## config.mk

```make
export PLATFORM = sky130hd
export DESIGN_NAME = sync_fifo_flex
export DESIGN_NICKNAME = d
export VERILOG_FILES = /design/src/rtl/sync_fifo_pkg.sv /design/src/rtl/sync_fifo_ram.sv /design/src/rtl/sync_fifo_flex.sv
export SDC_FILE = /design/constraint.sdc
export NUM_CORES = 1
export LEC_CHECK = 0
export CAP_MARGIN = 25
export CORE_MARGIN = 3
export CORE_UTILIZATION = 42
export CTS_CLUSTER_DIAMETER = 80
export DETAILED_ROUTE_END_ITERATION = 10
export GPL_ROUTABILITY_DRIVEN = 0
export PLACE_DENSITY = 0.66
export RECOVER_POWER = 25
export SYNTH_ARGS = -nofsm -noshare
export SYNTH_HDL_FRONTEND = slang
export SYNTH_HIERARCHICAL = 1
export SYNTH_SLANG_ARGS = --single-unit
```

## constraint.sdc

```tcl
create_clock -name clk -period 4.1 [get_ports clk]
set_input_delay 0.82 -clock clk [delete_from_list [all_inputs] [get_ports clk]]
set_output_delay 0.82 -clock clk [all_outputs]
set_load 0.005 [all_outputs]
```

## src/rtl/sync_fifo_pkg.sv

```systemverilog
// -----------------------------------------------------------------------------
// sync_fifo_pkg
// Shared helpers for sync_fifo_flex: pointer/count width calculation and the
// parameter legality predicates evaluated at elaboration by the top level.
// No ports (package).
// -----------------------------------------------------------------------------
package sync_fifo_pkg;

    // Pointers carry one extra wrap bit above the memory address bits, so a
    // full FIFO (wr_ptr - rd_ptr == depth) is distinguishable from an empty one.
    function automatic int ptr_width(input int depth);
        return $clog2(depth) + 1;
    endfunction

    function automatic bit is_pow2(input int value);
        return (value > 0) && ((value & (value - 1)) == 0);
    endfunction

    // Natural pointer overflow only wraps correctly for power-of-two depths.
    function automatic bit depth_ok(input int depth);
        return (depth >= 2) && is_pow2(depth);
    endfunction

    function automatic bit af_thresh_ok(input int thresh, input int depth);
        return (thresh >= 1) && (thresh <= depth);
    endfunction

    function automatic bit ae_thresh_ok(input int thresh, input int depth);
        return (thresh >= 0) && (thresh <= depth - 1);
    endfunction

endpackage : sync_fifo_pkg

```

## src/rtl/sync_fifo_ram.sv

```systemverilog
// -----------------------------------------------------------------------------
// sync_fifo_ram
// Simple dual-port storage array for sync_fifo_flex: one write port, one read
// port. REG_READ selects a registered read port (enable-gated, reset to zero)
// or an asynchronous read port (show-ahead use).
//
// Ports:
//   clk      in   clock
//   rst      in   synchronous active-high reset (read register only)
//   i_we     in   write enable
//   i_waddr  in   write address
//   i_wdata  in   write data
//   i_re     in   read enable (registered read port only)
//   i_raddr  in   read address
//   o_rdata  out  read data
// -----------------------------------------------------------------------------
module sync_fifo_ram #(
    parameter int DATA_WIDTH = 32,
    parameter int ADDR_WIDTH = 3,
    parameter bit REG_READ   = 1'b1
) (
    input  logic                  clk,
    input  logic                  rst,
    input  logic                  i_we,
    input  logic [ADDR_WIDTH-1:0] i_waddr,
    input  logic [DATA_WIDTH-1:0] i_wdata,
    input  logic                  i_re,
    input  logic [ADDR_WIDTH-1:0] i_raddr,
    output logic [DATA_WIDTH-1:0] o_rdata
);

    logic [DATA_WIDTH-1:0] r_mem [0:(2**ADDR_WIDTH)-1];

    // NOTE: the array has no reset branch on purpose; resetting it would turn
    // a RAM into a flop bank, and stale contents are never visible because
    // the pointers gate every read.
    always_ff @(posedge clk) begin
        if (i_we) begin
            // NOTE: sequential state is assigned with <= so every flop samples
            // pre-edge values regardless of statement order.
            r_mem[i_waddr] <= i_wdata;
        end
    end

    generate
        if (REG_READ) begin : g_reg_read
            logic [DATA_WIDTH-1:0] r_rdata;

            always_ff @(posedge clk) begin
                if (rst) begin
                    r_rdata <= '0;
                end else if (i_re) begin
                    r_rdata <= r_mem[i_raddr];
                end
            end

            assign o_rdata = r_rdata;
        end else begin : g_async_read
            // Reset and read enable have no meaning for an asynchronous port.
            logic w_unused;
            assign w_unused = rst | i_re;
            assign o_rdata  = r_mem[i_raddr];
        end
    endgenerate

endmodule : sync_fifo_ram

```

## src/rtl/sync_fifo_flex.sv

```systemverilog
// -----------------------------------------------------------------------------
// sync_fifo_flex
// Single-clock FIFO with programmable almost-full/almost-empty thresholds,
// occupancy count, synchronous flush and sticky overflow/underflow flags.
//
// Compile-time option:
//   SYNC_FIFO_FWFT_EN  defined   -> show-ahead: data_out = mem[rd_ptr]
//                                   combinationally, valid while !empty
//                      undefined -> data_out registered, updated on read
//
// Ports:
//   clk          in   clock, rising edge
//   rst          in   synchronous active-high reset
//   cs           in   chip select, gates wr_en/rd_en/flush/clr_err
//   wr_en        in   write request
//   rd_en        in   read request
//   flush        in   discard all contents
//   clr_err      in   clear sticky error flags
//   data_in      in   write data
//   data_out     out  read data
//   empty        out  count == 0
//   full         out  count == FIFO_DEPTH
//   almost_empty out  count <= AE_THRESH
//   almost_full  out  count >= AF_THRESH
//   count        out  current occupancy
//   overflow     out  sticky: write attempted while full
//   underflow    out  sticky: read attempted while empty
// -----------------------------------------------------------------------------
module sync_fifo_flex
    import sync_fifo_pkg::*;
#(
    parameter int FIFO_DEPTH = 8,
    parameter int DATA_WIDTH = 32,
    parameter int AF_THRESH  = FIFO_DEPTH - 2,
    parameter int AE_THRESH  = 2
) (
    input  logic                          clk,
    input  logic                          rst,
    input  logic                          cs,
    input  logic                          wr_en,
    input  logic                          rd_en,
    input  logic                          flush,
    input  logic                          clr_err,
    input  logic [DATA_WIDTH-1:0]         data_in,
    output logic [DATA_WIDTH-1:0]         data_out,
    output logic                          empty,
    output logic                          full,
    output logic                          almost_empty,
    output logic                          almost_full,
    output logic [$clog2(FIFO_DEPTH):0]   count,
    output logic                          overflow,
    output logic                          underflow
);

    localparam int PW = ptr_width(FIFO_DEPTH);
    localparam int AW = PW - 1;

    localparam logic [PW-1:0] DEPTH_C = PW'(FIFO_DEPTH);
    localparam logic [PW-1:0] AF_C    = PW'(AF_THRESH);
    localparam logic [PW-1:0] AE_C    = PW'(AE_THRESH);

`ifdef SYNC_FIFO_FWFT_EN
    localparam bit REG_READ = 1'b0;
`else
    localparam bit REG_READ = 1'b1;
`endif

    // Elaboration-time parameter legality checks.
    generate
        if (!depth_ok(FIFO_DEPTH)) begin : g_bad_depth
            $error("sync_fifo_flex: FIFO_DEPTH must be a power of two >= 2");
        end
        if (!af_thresh_ok(AF_THRESH, FIFO_DEPTH)) begin : g_bad_af
            $error("sync_fifo_flex: AF_THRESH must be in 1..FIFO_DEPTH");
        end
        if (!ae_thresh_ok(AE_THRESH, FIFO_DEPTH)) begin : g_bad_ae
            $error("sync_fifo_flex: AE_THRESH must be in 0..FIFO_DEPTH-1");
        end
    endgenerate

    logic [PW-1:0] r_wr_ptr;
    logic [PW-1:0] r_rd_ptr;
    logic          r_overflow;
    logic          r_underflow;

    logic [PW-1:0] w_count;
    logic          w_empty;
    logic          w_full;
    logic          w_flush;
    logic          w_clr_err;
    logic          w_wr_req;
    logic          w_rd_req;
    logic          w_wr_acc;
    logic          w_rd_acc;
    logic          w_wr_rej;
    logic          w_rd_rej;

    // Occupancy follows from modular pointer difference; the wrap bit makes
    // full (difference == depth) distinct from empty (difference == 0).
    assign w_count = r_wr_ptr - r_rd_ptr;
    assign w_empty = (w_count == '0);
    assign w_full  = (w_count == DEPTH_C);

    // Flush outranks normal traffic, so requests are masked in a flush cycle;
    // this also keeps the error flags untouched by a flush.
    assign w_flush   = cs & flush;
    assign w_clr_err = cs & clr_err;
    assign w_wr_req  = cs & wr_en & ~w_flush;
    assign w_rd_req  = cs & rd_en & ~w_flush;

    // Acceptance uses the pre-edge flags: a write alongside a read while full
    // is still rejected, a read alongside a write while empty likewise.
    assign w_wr_acc = w_wr_req & ~w_full;
    assign w_rd_acc = w_rd_req & ~w_empty;
    assign w_wr_rej = w_wr_req & w_full;
    assign w_rd_rej = w_rd_req & w_empty;

    always_ff @(posedge clk) begin
        if (rst) begin
            r_wr_ptr <= '0;
            r_rd_ptr <= '0;
        end else if (w_flush) begin
            r_wr_ptr <= '0;
            r_rd_ptr <= '0;
        end else begin
            if (w_wr_acc) begin
                r_wr_ptr <= r_wr_ptr + PW'(1);
            end
            if (w_rd_acc) begin
                r_rd_ptr <= r_rd_ptr + PW'(1);
            end
        end
    end

    // A new error in the same cycle as clr_err wins, so the set term is
    // tested before the clear term.
    always_ff @(posedge clk) begin
        if (rst) begin
            r_overflow  <= 1'b0;
            r_underflow <= 1'b0;
        end else if (!w_flush) begin
            if (w_wr_rej) begin
                r_overflow <= 1'b1;
            end else if (w_clr_err) begin
                r_overflow <= 1'b0;
            end

            if (w_rd_rej) begin
                r_underflow <= 1'b1;
            end else if (w_clr_err) begin
                r_underflow <= 1'b0;
            end
        end
    end

    sync_fifo_ram #(
        .DATA_WIDTH (DATA_WIDTH),
        .ADDR_WIDTH (AW),
        .REG_READ   (REG_READ)
    ) u_ram (
        .clk     (clk),
        .rst     (rst),
        .i_we    (w_wr_acc),
        .i_waddr (r_wr_ptr[AW-1:0]),
        .i_wdata (data_in),
        .i_re    (w_rd_acc),
        .i_raddr (r_rd_ptr[AW-1:0]),
        .o_rdata (data_out)
    );

    assign empty        = w_empty;
    assign full         = w_full;
    assign almost_empty = (w_count <= AE_C);
    assign almost_full  = (w_count >= AF_C);
    assign count        = w_count;
    assign overflow     = r_overflow;
    assign underflow    = r_underflow;

endmodule : sync_fifo_flex

```

Word-level counts from Yosys, hierarchy flattened
Memory sizes are Yosys's and may differ from the RTL's. A register that Yosys moved wholly into a read port is not among the register bits. Cells that the tools add are included.

Magnitude comparators: 2. Equality and inequality tests: 1. Reductions and logical operators: 6. Bitwise operators: 13. Add/sub/neg operators: 3. Multiplexer cells: 5.

Operators with widths (count): $and 1x1->1 (10); $add 4x1->4 const B (2); $mux 1 (5); $eq 4x4->1 const B (1); $ge 4x3->1 const B (1); $le 4x2->1 const B (1); $logic_not 4->1 (1); $reduce_and 2->1 (2); $reduce_bool 2->1 (2); $sub 4x4->4 (1); $not 1->1 (3); $reduce_or 2->1 (1).

Register bits after elaboration: 10. Memories kept: 1. Memory bits (writable): 256. Input bits: 39. Logic and storage cells: 35. Output and inout port bits: 42.

Memories: u_ram.r_mem (words 8, bits a word 32, read ports 1, clocked after Yosys merged registers in 1, write ports 1, line sync_fifo_ram.sv:32) `logic [DATA_WIDTH-1:0] r_mem [0:(2**ADDR_WIDTH)-1];`.

Longest topological paths before layout
Word-level depth: 6. Mapped depth: 11. Mapped depth without buffers: 9.

Cells and area by module
The synthesis kept the hierarchy.

Modules (own cells, without submodules): sync_fifo_ram (times used 1, area an instance 10958.0 µm², cells an instance 598); sync_fifo_flex (times used 1, area an instance 765.7 µm², cells an instance 91).

Worst setup path before layout
OpenSTA, ideal clock, no wires.

Path type: reg-to-reg. Start point: register r_wr_ptr[0]. End point: memory u_ram.r_mem[0][0], enable pin. Required time: 3.639 ns. Buffers on the path: 0. Path slack: -0.430 ns. Cell stages (with the launch flop): 10. Arrival time: 4.069 ns. Library setup time: 0.461 ns. Cells stage by stage: dfxtp_1 inv_1 ha_1 fa_1 xor2_2 inv_2 nor3_4 a31oi_2 nand2b_1 nor3_1.

Cells in the longest elaborated chain, start to end: 6.

Ends and longest elaborated chain: start, declared (line sync_fifo_flex.sv:81) `logic [PW-1:0] r_wr_ptr;`; start signal, assigned (line sync_fifo_flex.sv:127) `r_wr_ptr <= r_wr_ptr + PW'(1);`; $sub 4x4->4 (line sync_fifo_flex.sv:100) `assign w_count = r_wr_ptr - r_rd_ptr;`; net count[2] (line sync_fifo_flex.sv:50) `output logic [$clog2(FIFO_DEPTH):0] count,`; $eq 4x4->1 (line sync_fifo_flex.sv:102) `assign w_full = (w_count == DEPTH_C);`; $not 1->1 (line sync_fifo_flex.sv:113) `assign w_wr_acc = w_wr_req & ~w_full;`; $and 1x1->1 (line sync_fifo_flex.sv:113); net w_wr_acc (line sync_fifo_flex.sv:93) `logic w_wr_acc;`; $mux 1 (line sync_fifo_ram.sv:38) `if (i_we) begin`; $mux 1 (not written as such) (line sync_fifo_ram.sv:41) `r_mem[i_waddr] <= i_wdata;`; end, declared (line sync_fifo_ram.sv:32).

The timed path passes the listed nets, and every way through them passes these cells.

Worst setup path after layout
Start point: register r_rd_ptr[2]. End point: output port almost_empty.

Cells in the longest elaborated chain, start to end: 2.

Ends and longest elaborated chain: start, declared (line sync_fifo_flex.sv:82) `logic [PW-1:0] r_rd_ptr;`; start signal, assigned (line sync_fifo_flex.sv:130) `r_rd_ptr <= r_rd_ptr + PW'(1);`; $sub 4x4->4 (line sync_fifo_flex.sv:100); $le 4x2->1 (line sync_fifo_flex.sv:173) `assign almost_empty = (w_count <= AE_C);`; end, declared (line sync_fifo_flex.sv:48) `output logic almost_empty,`.

Every way passes these cells.

==> results.txt <==
----------------------------------------------------
[Placed design]
  Cells after DPL ... 1,122
  DP HPWL ... 13,900 microns
  Number of I/O port buffers ... 80

[Clock tree]
  Number of clock buffers inserted by TritonCTS ... 30
  Latest clock arrival within the worst-skew pair ... ~0.54 ns
  H-tree levels ... 1
  Clock tree from TritonCTS ... done
  CTS clock-pin slew for the worst setup and hold paths ... 0.06 ns
  Setup repair bufs after CTS ... 0
  Root cell of the clock tree ... sky130_fd_sc_hd__clkbuf_16
  Clock sink total ... a little under 300
  Deepest clock path buffer count ... 3

[Yosys]
  Number of distinct library cell variants in the gate-level netlist after synthesis ... 43
  Post-synthesis instance area ... between 10,000 and 15,000 sq um
  Gate count after technology mapping ... 689
  Most used DFF post-synth ... sky130_fd_sc_hd__edfxtp_1
  Count of flip-flops with a built-in enable after synthesis ... ~260
  Yosys warning total ... 6
  Avg Inst Size Synth ... about 17 sq um
  Dominant cell type by area after synthesis ... sky130_fd_sc_hd__edfxtp_1
  Area contributors post-synth ... sky130_fd_sc_hd__edfxtp_1 66%, sky130_fd_sc_hd__dfxtp_1 7.2%, sky130_fd_sc_hd__mux2_2 6.1%
  Net count of the mapped netlist ... 734
  Part of the Yosys area used for sequential elements ... 72.7%
  Total of flip-flops plus latches after synthesis ... a little under 300
  Top post-synthesis cells by count ... 256 x sky130_fd_sc_hd__edfxtp_1, 70 x sky130_fd_sc_hd__mux2i_1, 64 x sky130_fd_sc_hd__mux2_2
  Portion of synthesized cell area occupied by the leading cell type ... roughly 66%
  Asr flop ratio synth ... 0%
  Cell with the most instances after synthesis ... sky130_fd_sc_hd__edfxtp_1

[Timing]
  Hold slack final ... 0.483 ns
  Final setup viols ... 0
  Final Hold Fails ... 0
  Slew at the pin closest to its max-slew limit ... between 0.9 and 1 ns
  Top achievable clock speed ... about 0.27 GHz
  Final-layout setup total negative slack ... 0 ns
  Count of pins over their slew limit ... 0
  Final cycle utilization of the critical path ... 92.0%
  Setup clock skew after layout ... 0.00688 ns
  Shortest clock period the worst path allows after layout ... approximately 3.8 ns
  Slew headroom ... approximately 38%
  RSZ-0062 raised after global routing ... false

[Floorplan]
  Die Span Y ... roughly 170 microns
  Starting density of the core ... between 40% and 50%
  Row count ... 60
  Ports ... 81
  Core box area ... between 20,000 and 30,000 sq um
  Die area ... between 20,000 and 30,000 sq um
  Width of the die ... ~170 microns

[Worst setup path]
  Kind of start point of the critical path ... flop
  Worst Setup End Kind ... output pin
  Type of the worst setup path ... flop to output pin
  Largest driver fanout on the critical path ... 7
  Required @ worst endpoint ... roughly 3.3 ns
  Critical path data arrival time ... roughly 3 ns

[Route]
  Remaining routing DRC violations ... 0
  Final WL ... 23,300 microns
  Vias after detailed routing ... ~6,200
  Router iterations before antenna repair ... 4
  Routed wirelength normalized by instance count ... between 15 and 20 microns
  1st-iter DRT viols ... around 360
  Vias per inst ... 5.27
  Post-route ant nets ... 0

[Pwr]
  Design Power ... 6.09 mW
  Sequential fraction of design power ... between 50% and 60%
  Power per Cell Area ... ~430 nW/um^2
  Net load switching power ... 1.17 mW
  Internal power component ... ~5 mW
  Switch share ... about a fifth
  Clock share of power ... between 40% and 50%
  Largest voltage drop on the vdd net ... 0.320 mV
  Leakage dissipation ... between 4 and 5 nW
  Gate power share ... around 2.9%

[GRT]
  Number of antenna violations at the first check in global routing ... 1
  Vias in the first global route ... about 6,400
  GRT overflow ... 0
  Pin count of the biggest net entering global routing ... 73
  Total GRT Usage ... roughly 15%
  First-pass GRT wire length ... approximately 36,000 microns

[Layout]
  Number of antenna cells inserted ... 0
  Non-filler instance count after layout ... 1,179
  Finished Core Util ... around half
  Number of nets in the layout ... just over 800
  Share of cells above drive strength 1 ... 21.1%
  Synth-to-Final Area Change ... 19.8%

[Status]
  Outcome ... finished clean

[Flow run]
  Number of maximum-capacitance violations ... 0

[Worst hold path]
  Class of the worst hold path ... flop to flop

----------------------------------------------------
power by group through the flow:
stage | sequential, mW | combinational [mW] | clock, mW
finish | 3.31 | 0.178 | 2.60
global route | 3.31 | 0.195 | 2.78
global placement | 3.38 | 0.179 | 0
floorplan | 3.38 | 0.0725 | 0
CTS | 3.31 | 0.185 | 2.67
detailed placement | 3.38 | 0.184 | 0
worst paths after layout:
kind                                         from                 to  slack, ns  depth (start not counted)
worst max-delay path                  r_rd_ptr[2]       almost_empty       0.33                          8
worst min-delay path            u_ram/o_rdata[30]  u_ram/o_rdata[30]       0.48                          2
worst max register to register        r_wr_ptr[0]  u_ram/r_mem[6][5]       0.57                         10
worst min register to register  u_ram/o_rdata[30]  u_ram/o_rdata[30]       0.48                          2
timing repair:
item / 4_1_cts / 5_1_grt
gates resized for setup: 0 / 1
setup endpoints to repair: 0 / 1
hold buffers: 0 / 0
state kept, by name (all words and copies together), names as in the netlist:
signal and cells:
underflow 1, u_ram/o_rdata 32, r_wr_ptr 4, overflow 1, u_ram/r_mem 256, r_rd_ptr 4
kinds of logic (layout without fill, tap and decap cells):
| kind of cell | after synthesis | after routing | synth area share [%] |
|---|---|---|---|
| buffers and inverters | 48 | 166 | 2.22 |
| flip-flops | 298 | 298 | 72.7 |
| XOR/XNOR | 3 | 3 | 0.288 |
| adder cells (fa/ha/maj) | 6 | 6 | 0.704 |
| AND/OR/NAND/NOR | 85 | 85 | 3.34 |
| multiplexers | 134 | 134 | 12.1 |
| AO/OA/AOI/OAI | 115 | 115 | 8.58 |
worst max-delay path, stage by stage (launching register included):
cell,delay (ns)
sky130_fd_sc_hd__dfxtp_2,0.40
sky130_fd_sc_hd__inv_1,0.08
sky130_fd_sc_hd__ha_1,0.36
sky130_fd_sc_hd__a21oi_1,0.20
sky130_fd_sc_hd__nand3_1,0.20
sky130_fd_sc_hd__nand2_1,0.23
sky130_fd_sc_hd__inv_1,0.14
sky130_fd_sc_hd__a211oi_1,0.24
sky130_fd_sc_hd__clkdlybuf4s50_1,0.56
final cells by class:
class | instances | area, sq um
repair buffers | 100 | 1040
inverters | 10 | 37.5
clock inverters | 11 | 82.6
fillers | 2292 | 13100
multi-input cells | 343 | 3010
flip-flops and latches | 298 | 8530
well taps | 372 | 465
clock buffers | 45 | 878
through the flow:
stage / worst slack [ns] / area, sq um
6_report: 0.328 / 14000
5_1_grt: 0.102 / 14000
4_1_cts: 0.184 / 14000
3_5_place_dp: 0.583 / 13100
3_3_place_gp: 0.596 / 13000
2_1_floorplan: -0.430 / 11700
layout by cell type (no fill, tap or decap), types with 4 or more instances in the layout:
cell,Yosys,layout
sky130_fd_sc_hd__nor2_4,0,6
sky130_fd_sc_hd__buf_4,4,14
sky130_fd_sc_hd__clkinv_2,0,8
sky130_fd_sc_hd__mux2i_1,70,70
sky130_fd_sc_hd__a221o_1,18,18
sky130_fd_sc_hd__mux2_2,64,64
sky130_fd_sc_hd__o22ai_1,18,18
sky130_fd_sc_hd__clkdlybuf4s50_1,0,59
sky130_fd_sc_hd__clkbuf_8,0,5
sky130_fd_sc_hd__dfxtp_1,42,40
sky130_fd_sc_hd__nand2b_1,6,6
sky130_fd_sc_hd__a211oi_2,18,18
sky130_fd_sc_hd__inv_1,9,9
sky130_fd_sc_hd__a211oi_1,15,15
sky130_fd_sc_hd__o221ai_1,14,14
sky130_fd_sc_hd__nand3b_1,4,4
sky130_fd_sc_hd__clkbuf_1,22,9
sky130_fd_sc_hd__dlygate4sd3_1,0,20
sky130_fd_sc_hd__nor2_1,45,38
sky130_fd_sc_hd__nand2_1,14,13
sky130_fd_sc_hd__a22oi_1,14,14
sky130_fd_sc_hd__ha_1,5,5
sky130_fd_sc_hd__clkbuf_16,0,31
sky130_fd_sc_hd__nand3_1,7,7
sky130_fd_sc_hd__edfxtp_1,256,256
layer usage:
metal  global-route usage [%]  up-vias  routed length, microns
met5                        0        -                      13
met4                     3.45        2                     458
met3                     2.53       38                     985
met2                     25.9      129                   11600
met1                     20.6     3110                   10200
li1                         -     2939                       -
Note: power is estimated with default switching activity, not from simulation.
